### src/rtl/inst_cache_pkg.sv
// Shared types and geometry constants for the direct-mapped instruction cache.
package inst_cache_pkg;

    typedef enum logic {
        IDLE   = 1'b0,
        REFILL = 1'b1
    } state_t;

    localparam int ADDR_W        = 32;
    localparam int WORD_W        = 32;
    localparam int BYTE_OFFSET_W = 2;
    localparam int COUNT_W       = 16;

    localparam int DEFAULT_NUM_SETS    = 16;
    localparam int DEFAULT_BLOCK_WORDS = 4;

    // Tag width is whatever is left of the address above the index field.
    function automatic int tag_width(input int num_sets, input int block_words);
        return ADDR_W - BYTE_OFFSET_W - $clog2(num_sets) - $clog2(block_words);
    endfunction

    localparam int DEFAULT_OFFSET_W = $clog2(DEFAULT_BLOCK_WORDS);
    localparam int DEFAULT_INDEX_W  = $clog2(DEFAULT_NUM_SETS);
    localparam int DEFAULT_TAG_W    = tag_width(DEFAULT_NUM_SETS, DEFAULT_BLOCK_WORDS);

endpackage

### src/rtl/inst_cache_line_store.sv
// Tag, valid and data arrays for the cache lines: one write port, one
// combinational read port, a single-line invalidate and a bulk invalidate.
module inst_cache_line_store
    import inst_cache_pkg::*;
#(
    parameter int NUM_SETS    = DEFAULT_NUM_SETS,
    parameter int BLOCK_WORDS = DEFAULT_BLOCK_WORDS,
    parameter int INDEX_W     = DEFAULT_INDEX_W,
    parameter int OFFSET_W    = DEFAULT_OFFSET_W,
    parameter int TAG_W       = DEFAULT_TAG_W
) (
    input  logic                clk,
    input  logic                rst_b,
    input  logic                invalidate_all,
    input  logic                clear_en,
    input  logic [INDEX_W-1:0]  clear_idx,
    input  logic                wr_en,
    input  logic [INDEX_W-1:0]  wr_idx,
    input  logic [OFFSET_W-1:0] wr_word,
    input  logic [WORD_W-1:0]   wr_data,
    input  logic                wr_fill_done,
    input  logic [TAG_W-1:0]    wr_tag,
    input  logic [INDEX_W-1:0]  rd_idx,
    input  logic [OFFSET_W-1:0] rd_word,
    output logic                rd_valid,
    output logic [TAG_W-1:0]    rd_tag,
    output logic [WORD_W-1:0]   rd_data
);

    logic [NUM_SETS-1:0] valid_q, valid_d;
    logic [TAG_W-1:0]    tag_q  [NUM_SETS];
    logic [TAG_W-1:0]    tag_d  [NUM_SETS];
    logic [WORD_W-1:0]   data_q [NUM_SETS][BLOCK_WORDS];
    logic [WORD_W-1:0]   data_d [NUM_SETS][BLOCK_WORDS];

    // Valid bits: bulk invalidate dominates, otherwise a line is cleared when its refill starts and set by its last word.
    always_comb begin
        valid_d = valid_q;
        if (invalidate_all) begin
            valid_d = '0;
        end else begin
            if (clear_en) begin
                valid_d[clear_idx] = 1'b0;
            end
            if (wr_en && wr_fill_done) begin
                valid_d[wr_idx] = 1'b1;
            end
        end
    end

    // Tag is recorded together with the last word so a partially filled line never carries a matching tag and valid bit.
    always_comb begin
        tag_d = tag_q;
        if (wr_en && wr_fill_done) begin
            tag_d[wr_idx] = wr_tag;
        end
    end

    // Each refill beat writes one word of the addressed line.
    always_comb begin
        data_d = data_q;
        if (wr_en) begin
            data_d[wr_idx][wr_word] = wr_data;
        end
    end

    // Only the valid bits need a defined reset value.
    always_ff @(posedge clk or negedge rst_b) begin
        if (!rst_b) begin
            valid_q <= '0;
        end else begin
            valid_q <= valid_d;
        end
    end

    // Tag and data storage carry no reset; stale contents are masked by valid.
    always_ff @(posedge clk) begin
        tag_q  <= tag_d;
        data_q <= data_d;
    end

    assign rd_valid = valid_q[rd_idx];
    assign rd_tag   = tag_q[rd_idx];
    assign rd_data  = data_q[rd_idx][rd_word];

endmodule

### src/rtl/inst_cache.sv
// Direct-mapped instruction cache with zero-latency hits and a blocking,
// word-per-cycle refill from an asynchronous-read instruction memory.
module inst_cache
    import inst_cache_pkg::*;
#(
    parameter int NUM_SETS    = DEFAULT_NUM_SETS,
    parameter int BLOCK_WORDS = DEFAULT_BLOCK_WORDS
) (
    input  logic            clk,
    input  logic            rst_b,
    input  logic [31:0]     inst_addr,
    input  logic            fetch_en,
    input  logic            flush,
    output logic [31:0]     inst,
    output logic            ready,
    output logic [31:0]     imem_addr,
    input  logic [0:3][7:0] imem_data,
    output logic [15:0]     hit_count,
    output logic [15:0]     miss_count
);

    localparam int OFFSET_W  = $clog2(BLOCK_WORDS);
    localparam int INDEX_W   = $clog2(NUM_SETS);
    localparam int TAG_W     = tag_width(NUM_SETS, BLOCK_WORDS);
    localparam int INDEX_LSB = BYTE_OFFSET_W + OFFSET_W;
    localparam int TAG_LSB   = INDEX_LSB + INDEX_W;
    localparam logic [OFFSET_W-1:0] LAST_WORD = OFFSET_W'(BLOCK_WORDS - 1);

    state_t               state_q, state_d;
    logic [OFFSET_W-1:0]  cnt_q, cnt_d;
    logic [ADDR_W-1:0]    base_q, base_d;
    logic [COUNT_W-1:0]   hit_count_q, hit_count_d;
    logic [COUNT_W-1:0]   miss_count_q, miss_count_d;

    logic [OFFSET_W-1:0]  req_offset;
    logic [INDEX_W-1:0]   req_index;
    logic [TAG_W-1:0]     req_tag;
    logic                 line_valid;
    logic [TAG_W-1:0]     line_tag;
    logic [WORD_W-1:0]    line_word;
    logic                 tag_match;
    logic                 refill_last;
    logic                 lookup_hit;
    logic                 lookup_miss;
    logic                 refill_step;
    logic [WORD_W-1:0]    fill_word;

    assign req_offset  = inst_addr[INDEX_LSB-1:BYTE_OFFSET_W];
    assign req_index   = inst_addr[TAG_LSB-1:INDEX_LSB];
    assign req_tag     = inst_addr[ADDR_W-1:TAG_LSB];
    assign tag_match   = line_valid && (line_tag == req_tag);
    assign refill_last = (cnt_q == LAST_WORD);
    assign fill_word   = {imem_data[0], imem_data[1], imem_data[2], imem_data[3]};

    inst_cache_line_store #(
        .NUM_SETS    (NUM_SETS),
        .BLOCK_WORDS (BLOCK_WORDS),
        .INDEX_W     (INDEX_W),
        .OFFSET_W    (OFFSET_W),
        .TAG_W       (TAG_W)
    ) u_line_store (
        .clk            (clk),
        .rst_b          (rst_b),
        .invalidate_all (flush),
        .clear_en       (lookup_miss),
        .clear_idx      (req_index),
        .wr_en          (refill_step),
        .wr_idx         (base_q[TAG_LSB-1:INDEX_LSB]),
        .wr_word        (cnt_q),
        .wr_data        (fill_word),
        .wr_fill_done   (refill_last),
        .wr_tag         (base_q[ADDR_W-1:TAG_LSB]),
        .rd_idx         (req_index),
        .rd_word        (req_offset),
        .rd_valid       (line_valid),
        .rd_tag         (line_tag),
        .rd_data        (line_word)
    );

    // State register.
    always_ff @(posedge clk or negedge rst_b) begin
        if (!rst_b) begin
            state_q <= IDLE;
        end else begin
            state_q <= state_d;
        end
    end

    // Next state: flush always returns to IDLE, a miss starts a refill, the last beat ends it.
    always_comb begin
        state_d = state_q;
        if (flush) begin
            state_d = IDLE;
        end else begin
            case (state_q)
                IDLE:    if (lookup_miss) state_d = REFILL;
                REFILL:  if (refill_last) state_d = IDLE;
                default: state_d = IDLE;
            endcase
        end
    end

    // Outputs and control strobes: lookups only happen in IDLE and a flush cycle suppresses all activity.
    always_comb begin
        ready       = 1'b0;
        inst        = '0;
        imem_addr   = {inst_addr[31:2], 2'b00};
        lookup_hit  = 1'b0;
        lookup_miss = 1'b0;
        refill_step = 1'b0;
        case (state_q)
            IDLE: begin
                if (fetch_en && !flush) begin
                    lookup_hit  = tag_match;
                    lookup_miss = !tag_match;
                end
                ready = lookup_hit;
                inst  = lookup_hit ? line_word : '0;
            end
            REFILL: begin
                imem_addr   = base_q + ADDR_W'({cnt_q, 2'b00});
                refill_step = !flush;
            end
            default: ;
        endcase
    end

    // Refill bookkeeping and saturating statistics counters.
    always_comb begin
        cnt_d        = cnt_q;
        base_d       = base_q;
        hit_count_d  = hit_count_q;
        miss_count_d = miss_count_q;
        if (lookup_miss) begin
            cnt_d  = '0;
            base_d = {inst_addr[ADDR_W-1:INDEX_LSB], {INDEX_LSB{1'b0}}};
            if (miss_count_q != '1) begin
                miss_count_d = miss_count_q + COUNT_W'(1);
            end
        end
        if (refill_step) begin
            cnt_d = cnt_q + OFFSET_W'(1);
        end
        if (lookup_hit && (hit_count_q != '1)) begin
            hit_count_d = hit_count_q + COUNT_W'(1);
        end
    end

    // Datapath registers.
    always_ff @(posedge clk or negedge rst_b) begin
        if (!rst_b) begin
            cnt_q        <= '0;
            base_q       <= '0;
            hit_count_q  <= '0;
            miss_count_q <= '0;
        end else begin
            cnt_q        <= cnt_d;
            base_q       <= base_d;
            hit_count_q  <= hit_count_d;
            miss_count_q <= miss_count_d;
        end
    end

    assign hit_count  = hit_count_q;
    assign miss_count = miss_count_q;

endmodule

### config.mk
export PLATFORM = sky130hd
export DESIGN_NAME = inst_cache
export DESIGN_NICKNAME = d
export VERILOG_FILES = /design/src/rtl/inst_cache_pkg.sv /design/src/rtl/inst_cache_line_store.sv /design/src/rtl/inst_cache.sv
export SDC_FILE = /design/constraint.sdc
export NUM_CORES = 2
export LEC_CHECK = 0
export CAP_MARGIN = 40
export CELL_PAD_IN_SITES_DETAIL_PLACEMENT = 0
export CELL_PAD_IN_SITES_GLOBAL_PLACEMENT = 1
export CORE_MARGIN = 2
export CORE_UTILIZATION = 50
export CTS_CLUSTER_SIZE = 20
export DETAILED_ROUTE_END_ITERATION = 10
export GPL_TIMING_DRIVEN = 0
export HOLD_SLACK_MARGIN = 0.03
export PLACE_DENSITY_LB_ADDON = 0.1
export SLEW_MARGIN = 20
export SYNTH_ARGS = -nofsm -noshare
export SYNTH_HDL_FRONTEND = slang
export SYNTH_SLANG_ARGS = --single-unit
### constraint.sdc
create_clock -name clk -period 6.65 [get_ports clk]
set_clock_uncertainty 0.2 [all_clocks]
set_input_delay 1.33 -clock clk [delete_from_list [all_inputs] [get_ports clk]]
set_output_delay 1.33 -clock clk [all_outputs]
set_load 0.02 [all_outputs]
# Yosys cells after proc, flatten, opt, wreduce, memory -nomap -nowiden
# Index checks and enable logic that the tools add are counted.
[op_classes]
n_addsub = 4
magnitude_cmp = 10
eq_ne = 4
mux = 42
n_bitwise = 8
n_reduce_logical = 12
[ops]
columns = ["cell", "count"]
rows = [
  ["bitwise mux 2048 bit", 1],
  ["binary-select mux 128 bit (select 4 bit)", 1],
  ["demux 128 bit (select 4 bit)", 1],
  ["bitwise mux 384 bit", 1],
  ["2-to-1 mux 128 bit", 3],
  ["2-to-1 mux 32 bit", 6],
  ["binary-select mux 24 bit (select 4 bit)", 1],
  ["demux 24 bit (select 4 bit)", 1],
  ["2-to-1 mux 24 bit", 3],
  ["binary-select mux 32 bit (select 2 bit)", 1],
  ["demux 32 bit (select 2 bit)", 1],
  ["2-to-1 mux 16 bit", 4],
  ["adder 16 x 1 -> 16 bit, second input constant", 2],
  ["adder 32 x 4 -> 32 bit", 1],
  ["!= test 16 bit, second input constant", 2],
  ["equality test 24 bit", 1],
  ["bitwise AND 16 bit", 1],
  ["NOT 16 bit", 1],
  ["OR 16 bit", 1],
  ["2-to-1 mux 1 bit", 12],
  ["greater-or-equal comparator 5 bit, second input constant", 2],
  ["< comparator 4 x 5 -> 1 bit, second input constant", 2],
  ["NOT 4 -> 5 bit", 2],
  ["demux 1 bit (select 4 bit)", 2],
  ["other kinds (15)", 27],
]
[totals]
ff_bits = 2511
out_inout_bits = 97
elab_cells = 166

# Longest topological paths before layout
[logic_depth]
depth_word = 14
depth_mapped = 15
ltp_nobuf = 9

# Cells and area by module
# A second synthesis with hierarchy kept.
[unflattened]
hier_cells = 4283
area_unflattened_um2 = 97104.4
[modules_own_cells]
columns = ["mod", "instances", "cells_per_inst", "area_each_um2", "seq_area_each_um2"]
rows = [
  ["inst_cache_line_store", 1, 3940, 93394.6, 73430.4],
  ["inst_cache", 1, 343, 3709.8, 1576.5],
]

# Least setup slack after synthesis
# Ideal clock, no wire load.
[synth_path]
path_kind = "input to output"
startpoint = "input inst_addr[4]"
endpoint = "output inst[0]"
arrival_ns = 4.497
setup_slack_ns = 0.623
cell_stages = 9
n_path_buf = 5
path_cell_list = "buf_4 buf_4 buf_2 clkbuf_1 buf_1 mux4_2 mux4_2 mux4_2 and3_1"
[synth_between]
elab_chain_cells = 10
[synth_lines]
columns = ["item", "line_no", "source"]
rows = [
  ["from (decl)", "inst_cache.sv:11", "input logic [31:0] inst_addr,"],
  ["NOT 4 -> 5 bit (not written as such)", "inst_cache_line_store.sv:83, inst_cache_line_store.sv:84", ""],
  ["binary-select mux 24 bit (select 4 bit)", "inst_cache_line_store.sv:83", "assign rd_tag = tag_q[rd_idx];"],
  ["2-to-1 mux 24 bit (not written as such) (2 in series)", "inst_cache_line_store.sv:83", ""],
  ["equality test 24 bit", "inst_cache.sv:51", "assign tag_match = line_valid && (line_tag == req_tag);"],
  ["logical AND 1 bit", "inst_cache.sv:51", ""],
  ["2-to-1 mux 1 bit", "inst_cache.sv:113", "if (fetch_en && !flush) begin"],
  ["2-to-1 mux 1 bit", "inst_cache.sv:111", "case (state_q)"],
  ["2-to-1 mux 32 bit *", "inst_cache.sv:118", "inst = lookup_hit ? line_word : '0;"],
  ["2-to-1 mux 32 bit *", "inst_cache.sv:111", ""],
  ["to (decl)", "inst_cache.sv:14", "output logic [31:0] inst,"],
]
# Mark *: on every way between the ends. The rest lies on a longest branch, timed or not. The select of a mux whose other input is x is not followed.

# Worst setup path after layout
[layout_path]
startpoint = "input inst_addr[4]"
endpoint = "output inst[18]"
# The elaborated chain is that of the path after synthesis.

==> summary.md <==
Overall power consumption after layout is estimated at 34.6 mW. In the routed design, unresolved DRC markers number 0. Counting flops with a built-in enable in the synthesized netlist gives 2432.

For the clock sink total, the log shows 2511. Clock-pin slew was measured on the worst setup and hold paths at 60 ps. On the critical path, the stage with the largest delay is an instance of mux4_2. The start point of the worst min-delay path was miss_count[10]. Across the VDD grid, the largest voltage drop is 0.225 mV. The critical path starts at inst_addr[4]. The total standard cell area after synthesis was 0.0975 sq mm; the fraction of layout cells with a size suffix above 1 was 34.8%. In this run the tool buffered the top-level ports with 155 buffer cells. Dividing total power by cell area gives a power density of 296 mW/mm^2. The share of the clock period used by the worst path was 99.8%.

Data required time at the worst endpoint: 5120 ps. The critical path capture point type was an output port. The yosys synthesis warning count came out at 0. After detailed placement, the total cell area comes to 0.107 sq mm. Buffers inserted during clock tree synthesis total 278. The tools report the global placement routability congestion as 0.875. The first-pass GRT wire length was 383000 microns. The most used standard cell by instance count after synthesis is edfxtp_1. The routed layout has 47.8k vias. The number of global-route vias before repair was 48.0k.

The layout overhead on the synthesized area came out at 19.7%. Floorplan die height: 446 microns. The logs give 37.5 nW for the static leakage and 19100 microns for the length of routed met3 wiring.

The run gives 2600 ps as the setup slack of the most critical reg-to-reg path. Setup repair after global routing left no endpoint under its margin. In this run, the number of DRC markers left after iteration 0 of detailed routing was 5975. In the final routed layout, each cell accounts on average for 36.3 microns. Highest signal layer in the routed design: met5.

Dividing the detail-routed via count by the number of cells gives 6.33. CTS built an H-tree with a depth of 5. Averaged over all synthesized cells, the footprint is 23.6 sq um. The detailed-routed wire length on met2 is 134000 microns. By area the synthesized netlist is led by edfxtp_1 75%, mux4_2 17%, dfrtp_1 2.0%.

The core box area came out at 0.194 sq mm. The finished cells cover 0.117 sq mm. The wire-length estimate of the detail-placed layout is 186000 microns. The setup-violating endpoint count in the final report is 0, and the data arrival time of the critical path is 5100 ps. Most repeated library cell on the critical path: buf_12. After filler insertion, the fill cell instance count of the layout stands at 13.7k.

After synthesis, the share of flip-flops with an asynchronous set or reset is 3.15%. The run gives 0 as the global route total overflow. The endpoint identified for the worst register-to-register timing path is miss_count[5]. Max-cap violations in this run came to 0. The relative slew slack came out at 41.7%. Clock latency on the worst-skew pair, taken at its later pin, is 920 ps. The area taken by flip-flops and latches was 0.0750 sq mm. The count of TritonRoute iterations in the first routing pass is 5.

The tools report the reg-to-reg critical path startpoint as u_line_store.tag_q[209]. Global routing consumed, over all layers together, 28.0% of the routing resources. The tools report the I/O pin count as 165.

Counting cells, the worst reg-to-reg path comes to 16. The delay contributed by the slowest stage of the critical path was 610 ps. The tools report the net count of the finished layout as 4906. The measured slew at the worst slew-check pin is 874 ps. The signal on the critical path passes through clkdlybuf4s15_2 -> buf_12 -> buf_12 -> buf_12 -> buf_16 -> buf_16 -> buf_12 -> buf_6 -> mux4_2 -> mux4_2 -> mux4_2 -> and3_1 -> dlygate4sd2_1. For this run, the register share of the synthesized area comes to 77.0%. The hold-critical path depth is 1, and the die extent in x is 446 microns. The pin count of the biggest net entering global routing was 65; the number of unique standard cell types used by synthesis was 65. TritonCTS built the clock tree.

The tools report the kind of start point of the critical path as an input port. For the effective utilization at floorplan, the log shows 50.1%. The floorplan has 162 rows. The most critical setup path has its endpoint at inst[18]. By startpoint and endpoint, the worst setup path is classified as input port to output port. The final-report max-slew violation count was 0; the number of synthesized register bits was 2511. In the synthesized netlist, the cells that appear most often are 2432 x edfxtp_1, 751 x mux4_2, 129 x clkbuf_1. The prevailing post-synth register cell was edfxtp_1.

After detailed routing, the wire length on met1 is 113000 microns. Timing would allow up to 0.151 GHz. Counting I/O delays and the setup requirement, the final critical path takes 6630 ps. The total instance count after detailed placement came out at 7050. The clock tree root buffer cell was clkbuf_16. The cell type contributing the most total cell area after synthesis is edfxtp_1.

The die covers 0.198 sq mm. Initial antenna violation count: 22. The run finished with clean final reports.

The count of nets left with antenna violations once routing finished came out at 0. The finished layout holds 7557 standard cells, fillers aside. Setup total negative slack on the finished layout was measured at 0 ps. The min-delay analysis places its worst path in the category register to register. The routed wire length came out at 274000 microns.

The area share of the leading cell type in the synthesized netlist is 74.9%. The run gives 0.0221 sq mm as the combined area of the multi-input logic cells. The largest fanout of any net on the critical path was 10; the instance count of the mapped netlist was 4134.

The longest clock path from root to sink contains 4 buffers. The number of failing hold endpoints at the final stage is 0.
-- worst max-delay path, delay by kind of cell --
| family | cells | cell delay (ps) |
|---|---|---|
| AND/OR/NAND/NOR | 1 | 230 |
| multiplexers | 3 | 1740 |
| buffers and inverters | 9 | 1740 |
-- per-stage QoR --
| step | utilization (%) | hold slack, ps | setup slack, ps |
|---|---|---|---|
| final | 60.0 | 290 | 16.4 |
| after global routing | 60.0 | 320 | 0.681 |
| after CTS | 60.0 | 297 | 3.05 |
| after detailed placement | 55.0 | 289 | -2730 |
| after global placement | 52.6 | 284 | -3510 |
| after floorplan | - | 336 | 623 |
-- layout make-up --
cell class                      instances  share of cell area, %
Buffer                                228                   1.81
Clock inverter                        114                  0.723
Antenna cell                            2                0.00429
Clock buffer                          347                   6.31
Sequential cell                      2511                   64.3
Multi-Input combinational cell       1382                   18.9
Tap cell                             2542                   2.73
Timing Repair Buffer                  419                   5.17
Inverter                               12                 0.0386
-- placed cells by master (no fill, tap or decap), types with 59 or more instances in the layout --
master,n
clkbuf_1,109
clkbuf_16,294
nor2_4,81
mux2i_1,82
buf_12,116
clkinv_1,59
buf_4,70
edfxtp_1,2432
dfrtp_1,79
buf_6,76
clkdlybuf4s50_1,86
mux2_2,60
buf_16,60
mux4_2,751
-- cells by family after synthesis --
family	share of synthesized area [%]
AOI/OAI and AO/OA	0.743
xor gates and xnor gates	0.458
adders and majority gates	0.0770
buffers and inverters	1.14
DFF	77.0
muxes	18.9
other	0.00385
and+or+nand+nor	1.69
-- sequential cells by signal, indices dropped and copies added, names as in the netlist --
| register | flops |
|---|---|
| u_line_store.data_q | 2048 |
| base_q | 28 |
| u_line_store.valid_q | 16 |
| miss_count | 16 |
| cnt_q | 2 |
| u_line_store.tag_q | 384 |
| hit_count | 16 |
| state_q | 1 |
-- worst min path at each step --
stage,endpoint,slack [ps]
detailed placement,miss_count[10],290
global route,miss_count[8],320
floorplan,u_line_store.valid_q[0],340
CTS,miss_count[10],300
global placement,hit_count[9],280
finish,miss_count[10],290
-- timing repair --
| action | 4_1_cts | 5_1_grt |
|---|---|---|
| pin swaps | 6 | 5 |
| hold buffers | 1 | 0 |
| endpoints found under the setup margin | 35 | 33 |
| buffers inserted | 31 | 11 |
| gates cloned | 2 | 0 |
| hold endpoints to repair | 4 | 0 |
| resized for setup | 397 | 37 |
-- per-layer routing --
layer  track usage (%)  vias up
li1                  -    19100
met1              40.3    26300
met2              45.0     1987
met3              4.73      424
met4              7.36       14
met5                 0        -
-- power breakdown --
part | total, mW | switching (mW) | internal [mW]
clock network | 14.3 | 5.97 | 8.29
logic | 2.45 | 1.46 | 0.993
registers | 17.9 | 0.219 | 17.6
(Power assumes the default switching activity.)
